<file path="src/rtl/ser_frame_ctrl.sv">
// Serial frame controller: sends a latched frame MSB-first into a sequence detector and captures its replies.
// Optional build macro SER_FRAME_CTRL_STEP_EN enables single-step gating through i_step_mode / i_step.
//   state   | meaning
//   S_IDLE  | waiting for i_start
//   S_CLR   | one-cycle detector reset, frame latched, capture cleared
//   S_SEND  | one frame bit per enabled cycle
//   S_DRAIN | flush detector until valid falls or the drain timer expires
//   S_DONE  | one-cycle done pulse
module ser_frame_ctrl #(
    parameter int FRAME_W   = 16,
    parameter int DRAIN_MAX = 32
) (
    input  logic               i_clk,
    input  logic               i_rst,
    input  logic               i_start,
    input  logic [FRAME_W-1:0] i_frame_in,
    input  logic [4:0]         i_frame_len,
    input  logic               i_step_mode,
    input  logic               i_step,
    input  logic               i_det_serOut,
    input  logic               i_det_serOutValid,
    output logic               o_det_rst,
    output logic               o_det_Clk_EN,
    output logic               o_det_serIn,
    output logic               o_busy,
    output logic               o_done,
    output logic               o_timeout,
    output logic [FRAME_W-1:0] o_rx_data,
    output logic [4:0]         o_rx_count
);
    localparam int CW = $clog2(DRAIN_MAX + 1);

    typedef enum logic [2:0] {S_IDLE, S_CLR, S_SEND, S_DRAIN, S_DONE} state_t;

    state_t             r_state;
    logic [FRAME_W-1:0] r_shift;
    logic [4:0]         r_bits_left;
    logic [CW-1:0]      r_drain_cnt;
    logic               r_seen;
    logic               r_ser_in;
    logic               r_busy;
    logic               r_done;
    logic               r_timeout;
    logic [FRAME_W-1:0] r_rx_data;
    logic [4:0]         r_rx_count;

    logic [4:0]         w_eff_len;
    logic [FRAME_W-1:0] w_frame_aligned;
    logic               w_gate;
    logic               w_en;
    logic               w_capture;
    logic               w_room;

`ifdef SER_FRAME_CTRL_STEP_EN
    assign w_gate = ~i_step_mode | i_step;
`else
    logic w_unused_step;
    assign w_unused_step = i_step_mode ^ i_step;
    assign w_gate = 1'b1;
`endif

    assign w_eff_len = ((i_frame_len == 5'd0) || (int'(i_frame_len) > FRAME_W))
                       ? 5'(FRAME_W) : i_frame_len;
    // Left-align the frame so the first bit to send always sits in the MSB.
    assign w_frame_aligned = i_frame_in << (5'(FRAME_W) - w_eff_len);

    assign w_en      = ~i_rst & ((r_state == S_SEND) | (r_state == S_DRAIN)) & w_gate;
    assign w_capture = w_en & i_det_serOutValid;
    assign w_room    = r_rx_count < 5'(FRAME_W);

    always_ff @(posedge i_clk) begin
        if (i_rst) begin
            r_state     <= S_IDLE;
            r_shift     <= '0;
            r_bits_left <= '0;
            r_drain_cnt <= '0;
            r_seen      <= 1'b0;
            r_ser_in    <= 1'b0;
            r_busy      <= 1'b0;
            r_done      <= 1'b0;
            r_timeout   <= 1'b0;
            r_rx_data   <= '0;
            r_rx_count  <= '0;
        end else begin
            r_done <= 1'b0;
            if (w_capture) begin
                r_seen <= 1'b1;
                if (w_room) begin
                    r_rx_data  <= {r_rx_data[FRAME_W-2:0], i_det_serOut};
                    r_rx_count <= r_rx_count + 5'd1;
                end
            end
            case (r_state)
                S_IDLE: begin
                    if (i_start) begin
                        r_state     <= S_CLR;
                        r_busy      <= 1'b1;
                        r_shift     <= w_frame_aligned;
                        r_bits_left <= w_eff_len;
                        r_rx_data   <= '0;
                        r_rx_count  <= '0;
                        r_timeout   <= 1'b0;
                        r_seen      <= 1'b0;
                    end
                end
                S_CLR: begin
                    r_state     <= S_SEND;
                    r_ser_in    <= r_shift[FRAME_W-1];
                    r_drain_cnt <= CW'(DRAIN_MAX);
                end
                S_SEND: begin
                    if (w_en) begin
                        r_shift     <= r_shift << 1;
                        r_bits_left <= r_bits_left - 5'd1;
                        if (r_bits_left == 5'd1) begin
                            r_state  <= S_DRAIN;
                            r_ser_in <= 1'b0;
                        end else begin
                            r_ser_in <= r_shift[FRAME_W-2];
                        end
                    end
                end
                S_DRAIN: begin
                    if (w_en) begin
                        // A falling valid wins over an expiring timer in the same cycle.
                        if (r_seen && !i_det_serOutValid) begin
                            r_state <= S_DONE;
                            r_done  <= 1'b1;
                        end else if (r_drain_cnt == CW'(1)) begin
                            r_state   <= S_DONE;
                            r_done    <= 1'b1;
                            r_timeout <= 1'b1;
                        end else begin
                            r_drain_cnt <= r_drain_cnt - CW'(1);
                        end
                    end
                end
                S_DONE: begin
                    r_state <= S_IDLE;
                    r_busy  <= 1'b0;
                end
                default: r_state <= S_IDLE;
            endcase
        end
    end

    assign o_det_rst    = i_rst | (r_state == S_CLR);
    assign o_det_Clk_EN = w_en;
    assign o_det_serIn  = r_ser_in;
    assign o_busy       = r_busy;
    assign o_done       = r_done;
    assign o_timeout    = r_timeout;
    assign o_rx_data    = r_rx_data;
    assign o_rx_count   = r_rx_count;
endmodule

</file>
<file path="config.mk">
export PLATFORM = sky130hd
export DESIGN_NAME = ser_frame_ctrl
export DESIGN_NICKNAME = d
export VERILOG_FILES = /design/src/rtl/ser_frame_ctrl.sv
export SDC_FILE = /design/constraint.sdc
export NUM_CORES = 1
export LEC_CHECK = 0
export CORE_MARGIN = 2
export CORE_UTILIZATION = 30
export CTS_BUF_LIST = sky130_fd_sc_hd__clkbuf_2
export DETAILED_ROUTE_END_ITERATION = 10
export PLACE_DENSITY = 0.55
export SETUP_SLACK_MARGIN = 0.2
export SLEW_MARGIN = 20
export SYNTH_ARGS = -nofsm -noshare
export SYNTH_HDL_FRONTEND = slang
export SYNTH_SLANG_ARGS = --single-unit
</file>
<file path="constraint.sdc">
create_clock -name i_clk -period 4.91 [get_ports i_clk]
set_input_delay 0.7365 -clock i_clk [delete_from_list [all_inputs] [get_ports i_clk]]
set_output_delay 0.7365 -clock i_clk [all_outputs]
set_load 0.03 [all_outputs]
</file>
[Word level (Yosys, flattened, before mapping)]
Index checks and enable logic that the tools add are counted.
Storage, ports and cells
  bits of input ports: 28
  flip-flop bits (word level): 56
Operators by class
  bitwise logic cells: 7
  reduce and logical (&&, ||, !) cells: 17
  $lt $le $gt $ge: 2
  add/subtract/negate cells: 4
  eq/ne operators: 14
  multiplexer cells: 41
  shift-type cells: 1
Operator list (number)
  $mux 16: 6
  $mux 5: 7
  $pmux 16 s2: 1
  $mux 3: 6
  $mux 6: 3
  $shl 16x5->16: 1
  $mux 1: 12
  $pmux 3 s4: 1
  $pmux 6 s2: 1
  $ne 2x2->1 const B: 5
  $pmux 5 s2: 1
  $reduce_and 5->1: 2
  $reduce_bool 2->1: 5
  $eq 3x2->1 const B: 2
  $eq 6x1->1 const B: 1
  $pmux 1 s2: 3
  $sub 6x1->6 const B: 1
  $add 5x1->5 const B: 1
  $eq 5x1->1 const B: 1
  $gt 5x5->1 const B: 1
  $logic_not 5->1: 1
  $lt 5x5->1 const B: 1
  $sub 5x1->5 const B: 1
  $sub 5x5->5 const A: 1
  other kinds (15): 21

[Depth between registers and ports, before layout]
Gate-level depths: netlist (run 1).
  depth in word-level cells: 7
  depth in mapped cells: 15
  mapped depth without buffers: 11

[Worst setup path before layout (run 1)]
Ideal clock, no wire load.
  kind: input to register
  from: in i_frame_len[0]
  to: reg r_shift[13]
  stages on the path: 14
  setup time: 0.115 ns
  data required time: 4.795 ns
  arrival: 3.573 ns
  setup slack: 1.223 ns
  path through: buf_6 or4_4 ha_1 buf_2 inv_1 nand2_1 ha_1 buf_4 xor2_2 buf_4 mux4_2 o22a_1 o211a_1 o21a_1
Between the ends
  word-level cells in the longest chain between the ends: 7
  elaborated cells between the ends (all ways): 8
Ends and longest elaborated chain
  start: declaration: line 17  | input logic [4:0] i_frame_len,
  $gt 5x5->1 or $logic_not 5->1 (tied branches): line 62  | assign w_eff_len = ((i_frame_len == 5'd0) || (int'(i_frame_len) > FRAME_W))
  $logic_or 1x1->1: line 62
  $mux 5 *: line 63  | ? 5'(FRAME_W) : i_frame_len;
  $sub 5x5->5 *: line 65  | assign w_frame_aligned = i_frame_in << (5'(FRAME_W) - w_eff_len);
  $shl 16x5->16 *: line 65
  $mux 16 *: line 95  | if (i_start) begin
  $pmux 16 s2 *: line 93  | case (r_state)
  end signal: assignment: line 98  | r_shift <= w_frame_aligned;
  end signal: assignment: line 113  | r_shift <= r_shift << 1;
  end: declaration: line 36  | logic [FRAME_W-1:0] r_shift;
Every way passes the cells marked *; elsewhere a longest branch is shown, timed or not. The select of a mux whose other input is x is not followed.
A chain may end at the register's enable or synchronous reset.

[Worst setup path in the final report (run 1)]
  from: in i_frame_len[3]
  to: reg r_shift[12]
The elaborated chain is that of the path after synthesis.

==> results.md, run 1 <==
* # fillers at 1232
* Clock group share of total power at 0.182
* DR DRC count at 0
* Setup WS pre-CTS at 588.4 ps
* Pre-antenna DRT Iters at 4
* Max Used Layer: met4
* Cells along the critical path: clkdlybuf4s50_1 > or4_4 > ha_1 > inv_1 > nand2_1 > ha_1 > buf_4 > mux2_2 > and3_1 > a311oi_1 > nand2_1 > o211ai_1 > a311oi_1
* Die area at 0.01239 mm^2
* Synth Register Bits at 56
* CTS buffer count at 5
* Die width at approximately 110 um
* Comb power frac at 0.327
* H-tree depth at 2
* Library cells used by synthesis at 62
* Post-DP Area at roughly 0.0041 mm^2
* Seq pwr share at 0.491
* Startpoint Class: input port
* Slew @ Worst Pin at 941.6 ps
* Mapped Nets at roughly 460
* HPWL after detailed placement at slightly above 6000 um
* Worst setup EP type: flop
* WL met2 at 3635 um
* # rows at 39
* CP max FO at 8
* Slowest CP cell: or4_4
* Design area at 0.004118 mm^2
* # nets final at 495
* Setup CP Type: in -> reg
* Post-synthesis sequential area ratio at 0.3246
* CTS root buffer: clkbuf_2
* Post-CTS Setup Inserts at 0
* CTS resizes at 0
* Total Wirelength at 8333 um
* Setup Total Neg Slack at 0 ps
* Clk_lat worst skew at around 460 ps
* Antenna viol nets, final at 0
* Maximum vdd drop at between 0.1 and 0.15 mV
* First-pass GRT wire length at between 10000 and 15000 um
* Slew HR at 0.3723
* Initial DRC count at 161
* Initial Utilization at 0.3050
* Port bufs at 52
* Overall Power at 1028 uW
* Die Y at 111.3 um
* Min Clock Period, post-route at 3881 ps
* CTS sink count at 56
* Final Max Tran Viols at 0
* Post-synth ARST share at 0
* Commonest non-fill, non-tap cell in the layout: nand2_1
* Syn. warnings at 0
* Yosys top cell by area: dfxtp_1
* Gpl congestion at 0.8342
* Hold Vio Cnt, Final at 0
* Syn Area/Cell at just over 8 um^2
* Crit path DAT at 4170 ps
* Switching Share at 0.3518
* Tcrit/Tclk final at 0.7905
* Tightest Hold Check Type: reg -> reg
* Primary FF master, synth: dfxtp_1
* Most frequent cells in the layout: nand2_1, dfxtp_1, clkdlybuf4s50_1
* Routed length per instance at between 10 and 15 um
* Wl on met1 at approximately 4200 um
* Clock Path Buffers at 2
* Post-synth EDFFs at 0
* Setup ws final at approximately 1000 ps
* Synth top area cells: dfxtp_1, nand2_1, a21oi_1
* CP startpoint: i_frame_len[3]
* Share of post-route cells with drive strength above 1 at 0.1128
* Vias in the first global route at 2896
* Met3 wire length at 378 um
* Max Freq at 257.6 MHz
* Synth Cell Area at around 0.0035 mm^2
* Vias/cell at 5.139
* Yosys top cell area share at 0.3246
* Cell count after synthesis at roughly 420
* P&R area growth vs syn at 19.24%
* CTS tree: built
* N_diodes at 0
* Hold_buf cts at 0
* Final setup violation count at 0
* Critical path required time at 5200 ps
* Ports at 55
* Clk pin slew, worst setup/hold paths at 320 ps
* Worst Hold Launch: o_rx_data[7]
* Core Region at 0.01132 mm^2
* Worst r2r src: r_state[1]
* GRT Residual Overflow at 0
* Slowest Stage Delay on Critical Path at 560 ps
* Clk_skew at between 30 and 40 ps
* Tot GR Track Use at 0.1345
* Unrepaired setup endpoints after global routing: false
* Largest net degree at the start of global routing at 28
* Pwr dens at 249.6 mW/mm^2
* DR vias at 3104
* P_sw at 361.5 uW
* MaxCap Viol Count at 0
* Status: finished clean
* Leakage power at 0.001506 uW
* Antenna violations before repair at 0
* Internal Pwr Total at approximately 670 uW
[worst max-delay path, delay by kind of cell]
kind / cells / cell delay (ps)
buffers and inverters: 3 / 870
and+or+nand+nor: 4 / 980
AOI/OAI and AO/OA: 3 / 490
muxes: 1 / 330
adders and majority gates: 2 / 790
[final timing paths]
path | end | slack, ps | cells past startpoint
max | r_shift[12] | 1030 | 13
min | o_rx_data[8] | 450 | 2
min reg2reg | o_rx_data[8] | 450 | 2
max reg2reg | r_shift[15] | 2660 | 6
[stage by stage]
step	utilization	hold slack, ps	cells
after floorplan	-	429.0	422
after global placement	0.3596	442.2	596
after detailed placement	0.3596	462.4	596
after CTS	0.3637	475.7	604
after global routing	0.3637	488.5	604
final	0.3637	448.4	604
[flip-flops by register name, summed over array words and instances, names as in the netlist, 3 cells and up]
| name | count |
|---|---|
| o_rx_count | 5 |
| r_bits_left | 5 |
| r_drain_cnt | 6 |
| r_shift | 16 |
| r_state | 3 |
| o_rx_data | 16 |
[synth_stat cells, drive strengths merged (2+ instances only)]
cell     count
nor2        52
a32oi        5
xor2         6
a31oi        4
dfxtp       56
nor2b        6
o211ai       5
nor4         2
nand3b       2
xnor2        4
nor3        16
ha           7
o221ai       2
inv         10
o21bai       4
buf         14
mux4         7
a211o        3
a2bb2oi      2
and3         6
and3b        2
o211a        2
a221oi       6
nand2b       8
a211oi      10
or2          3
a21oi       40
mux2         9
o31ai        3
nand4        2
o21ai        9
nand2       62
a311oi       3
clkbuf      18
nand3        9
mux2i       11
[metal layers]
layer / track usage / up-vias
met5: 0 / -
met1: 0.1952 / 1434
met3: 0.02023 / 5
li1: - / 1581
met2: 0.2102 / 84
met4: 0.03210 / 0
[cell type report]
type,count,area (um^2),share of cell area
Inverter,11,46.29,0.01124
Clock inverter,3,21.27,0.005166
Multi-Input combinational cell,323,2122,0.5153
Tap cell,143,178.9,0.04345
Timing Repair Buffer,63,603.1,0.1465
Clock buffer,5,25.02,0.006077
Sequential cell,56,1121,0.2723
[cells by family (layout without fill, tap and decap cells)]
logic type / count (synthesis) / after routing / share of synthesized area
AO/OA/AOI/OAI: 106 / 106 / 0.2130
XOR/XNOR: 10 / 10 / 0.03297
adder cells (fa/ha/maj): 7 / 7 / 0.02536
buffers and inverters: 43 / 82 / 0.06087
flip-flops: 56 / 56 / 0.3246
multiplexers: 27 / 27 / 0.1069
AND/OR/NAND/NOR: 173 / 173 / 0.2362
[power by group through the flow]
stage          logic, uW  registers (uW)  clock network [uW]
6_report             336             505                 187
5_1_grt              373             509                 216
4_1_cts              336             505                 197
3_5_place_dp         334             512                   0
3_3_place_gp         331             512                   0
2_1_floorplan        250             508                   0
(Power assumes the default switching activity.)
==> run 2: changes to the inputs <==
--- a/config.mk
+++ b/config.mk
@@ -9,7 +9,7 @@
 export CORE_UTILIZATION = 30
 export CTS_BUF_LIST = sky130_fd_sc_hd__clkbuf_2
 export DETAILED_ROUTE_END_ITERATION = 10
-export PLACE_DENSITY = 0.55
+export PLACE_DENSITY = 0.57
 export SETUP_SLACK_MARGIN = 0.2
 export SLEW_MARGIN = 20
 export SYNTH_ARGS = -nofsm -noshare
==> constraint.sdc (replaced) <==
create_clock -name i_clk -period 3.2 [get_ports i_clk]
set_input_delay 0.48 -clock i_clk [delete_from_list [all_inputs] [get_ports i_clk]]
set_output_delay 0.48 -clock i_clk [all_outputs]
set_load 0.03 [all_outputs]
==> run 2 against run 1 <==
Against the previous run: worst setup slack worse by 770 ps; die area stayed put; register-to-register slack worse by 1800 ps.
==> results.md, run 2 (synthesis gave the netlist of run 1 again) <==
* Clock Path Buffers at 2 (unchanged)
* Met3 wire length at 422 um (was 378 um)
* Internal Pwr Total at 1080 uW (was 666.3 uW)
* CTS buffer count at 5 (unchanged)
* Critical path required time at 3530 ps (was 5200 ps)
* R2R cell count at 5 (was 6)
* Most used cell, CP: ha_4
* Clock group share of total power at 0.162 (was 0.182)
* GRT Residual Overflow at 0 (unchanged)
* Hold_buf cts at 0 (unchanged)
* Startpoint Class: input port (unchanged)
* Total Wirelength at 8613 um (was 8333 um)
* Worst Hold Launch: o_rx_data[7] (unchanged)
* Pwr dens at 370.8 mW/mm^2 (was 249.6 mW/mm^2)
* Core Region at 0.01132 mm^2 (unchanged)
* DR DRC count at 0 (unchanged)
* Final Max Tran Viols at 0 (unchanged)
* Antenna violations before repair at 0 (unchanged)
* Setup CP Type: in -> reg (unchanged)
* Share of post-route cells with drive strength above 1 at 0.1811 (was 0.1128)
* N_diodes at 0 (unchanged)
* Slowest CP cell: or4_4 (unchanged)
* Most frequent cells in the layout: nand2_1, dfxtp_1, nor2_1 (was nand2_1, dfxtp_1, clkdlybuf4s50_1)
* Post-CTS Setup Inserts at 0 (unchanged)
* # rows at 39 (unchanged)
* Seq pwr share at 0.474 (was 0.491)
* CP startpoint: i_frame_len[2] (was i_frame_len[3])
* Setup Total Neg Slack at 0 ps (unchanged)
* Die Y at 111.3 um (unchanged)
* Final setup violation count at 0 (unchanged)
* Unrepaired setup endpoints after global routing: false (unchanged)
* WL met2 at 3921 um (was 3635 um)
* Cells along the critical path: clkdlybuf4s50_1 > or4_4 > ha_4 > nor2b_4 > inv_8 > ha_4 > xor2_4 > mux4_2 > mux2_4 > a221oi_2 > nor3_1 (was clkdlybuf4s50_1 > or4_4 > ha_1 > inv_1 > nand2_1 > ha_1 > buf_4 > mux2_2 > and3_1 > a311oi_1 > nand2_1 > o211ai_1 > a311oi_1)
* Clk_skew at 18.53 ps (was 30.50 ps)
* Setup WS pre-CTS at -332.7 ps (was 588.4 ps)
* Wl on met1 at 4146 um (was 4241 um)
* Tcrit/Tclk final at 0.9204
* CTS sink count at 56 (unchanged)
* Gpl congestion at 0.8502 (was 0.8342)
* P&R area growth vs syn at 27.72% (was 19.24%)
* Max Freq at 339.5 MHz
* Slowest Stage Delay on Critical Path at 450 ps (was 560 ps)
* Largest net degree at the start of global routing at 24 (was 28)
* HPWL after detailed placement at 6514 um (was 6177 um)
* Multi-input gate area at 0.002195 mm^2 (was 0.002122 mm^2)
* Setup ws final at 254.8 ps (was 1029 ps)
* Worst setup EP type: flop (unchanged)
* Switching Share at 0.3397 (was 0.3518)
* Slew @ Worst Pin at 612.2 ps (was 941.6 ps)
* P_sw at 555.6 uW (was 361.5 uW)
* H-tree depth at 2 (unchanged)
* Routed length per instance at 13.69 um (was 13.80 um)
* Status: finished clean (unchanged)
* Min Clock Period, post-route at between 2000 and 3000 ps
* Maximum vdd drop at 0.1557 mV (was 0.1083 mV)
* Comb power frac at 0.364 (was 0.327)
* Tot GR Track Use at 0.1387 (was 0.1345)
* # nets final at 520 (was 495)
* Slew HR at 0.5910 (was 0.3723)
* Die width at 111.3 um (unchanged)
* Worst r2r src: r_state[1] (unchanged)
* Vias in the first global route at 3107 (was 2896)
* Antenna viol nets, final at 0 (unchanged)
* Commonest non-fill, non-tap cell in the layout: nand2_1 (unchanged)
* Crit path DAT at 3280 ps (was 4170 ps)
* Hold Vio Cnt, Final at 0 (unchanged)
* Max Used Layer: met4 (unchanged)
* Leakage power at 0.001678 uW (was 0.001506 uW)
* CTS tree: built (unchanged)
* Ports at 55 (unchanged)
* Clk pin slew, worst setup/hold paths at 270 ps (was 320 ps)
* Initial DRC count at 193 (was 161)
* Port bufs at 52 (unchanged)
* Vias/cell at 5.229 (was 5.139)
* CP max FO at 5 (was 8)
* # fillers at 1188 (was 1232)
* DR vias at 3289 (was 3104)
* MaxCap Viol Count at 0 (unchanged)
* Hold Path Stages at 2 (unchanged)
* CTS root buffer: clkbuf_2 (unchanged)
* Initial Utilization at 0.3050 (unchanged)
* Reg area at 0.001121 mm^2 (unchanged)
* Clk_lat worst skew at 420 ps (was 460 ps)
* Pre-antenna DRT Iters at 5 (was 4)
* Die area at 0.01239 mm^2 (unchanged)
* First-pass GRT wire length at 14640 um (was 14160 um)
* Tightest Hold Check Type: reg -> reg (unchanged)
-- run 2: worst paths after layout --
| kind | endpoint | slack, ps |
|---|---|---|
| max | r_shift[7] | 250 |
| min | o_rx_data[8] | 470 |
| max reg2reg | r_shift[12] | 850 |
| min reg2reg | o_rx_data[8] | 470 |
-- run 2: area by class of cell --
cell class	instances	share of cell area
Clock inverter	2	0.002553
Tap cell	143	0.04057
Multi-Input combinational cell	323	0.4976
Timing Repair Buffer	88	0.1864
Clock buffer	6	0.006809
Sequential cell	56	0.2542
Inverter	11	0.01191
-- run 2: layer usage --
metal,up-vias,track usage
met2,95,0.2260
li1,1631,-
met3,10,0.01914
met4,0,0.03786
met5,-,0
met1,1553,0.1925
-- run 2: per-stage QoR --
| stage | std cells | total power, uW | hold slack (ps) | cell area (um^2) | util |
|---|---|---|---|---|---|
| after floorplan | 422 | 1183 | 429.0 | 3531 | - |
| after global placement | 621 | 1364 | 442.2 | 4334 | 0.3828 |
| after detailed placement | 621 | 1370 | 447.5 | 4334 | 0.3828 |
| after CTS | 629 | 1646 | 475.9 | 4382 | 0.3870 |
| after global routing | 629 | 1744 | 485.0 | 4410 | 0.3896 |
| final | 629 | 1635 | 468.6 | 4410 | 0.3896 |
-- run 2: power by group through the flow --
| stage | logic [uW] | clock network [uW] | registers [uW] |
|---|---|---|---|
| floorplan | 403 | 0 | 779 |
| global placement | 577 | 0 | 786 |
| detailed placement | 583 | 0 | 787 |
| CTS | 588 | 283 | 775 |
| global route | 653 | 309 | 782 |
| finish | 595 | 265 | 775 |
-- run 2: worst max-delay path: cells and delay by family --
kind,cells,cell delay [ps]
muxes,2,680
xor gates and xnor gates,1,260
and+or+nand+nor,3,710
adders and majority gates,2,450
buffers and inverters,2,460
AOI/OAI and AO/OA,1,230
-- run 2: repair_timing --
item	CTS	global route
setup endpoints to repair	1	10
pin swaps	1	7
resized for setup	1	7
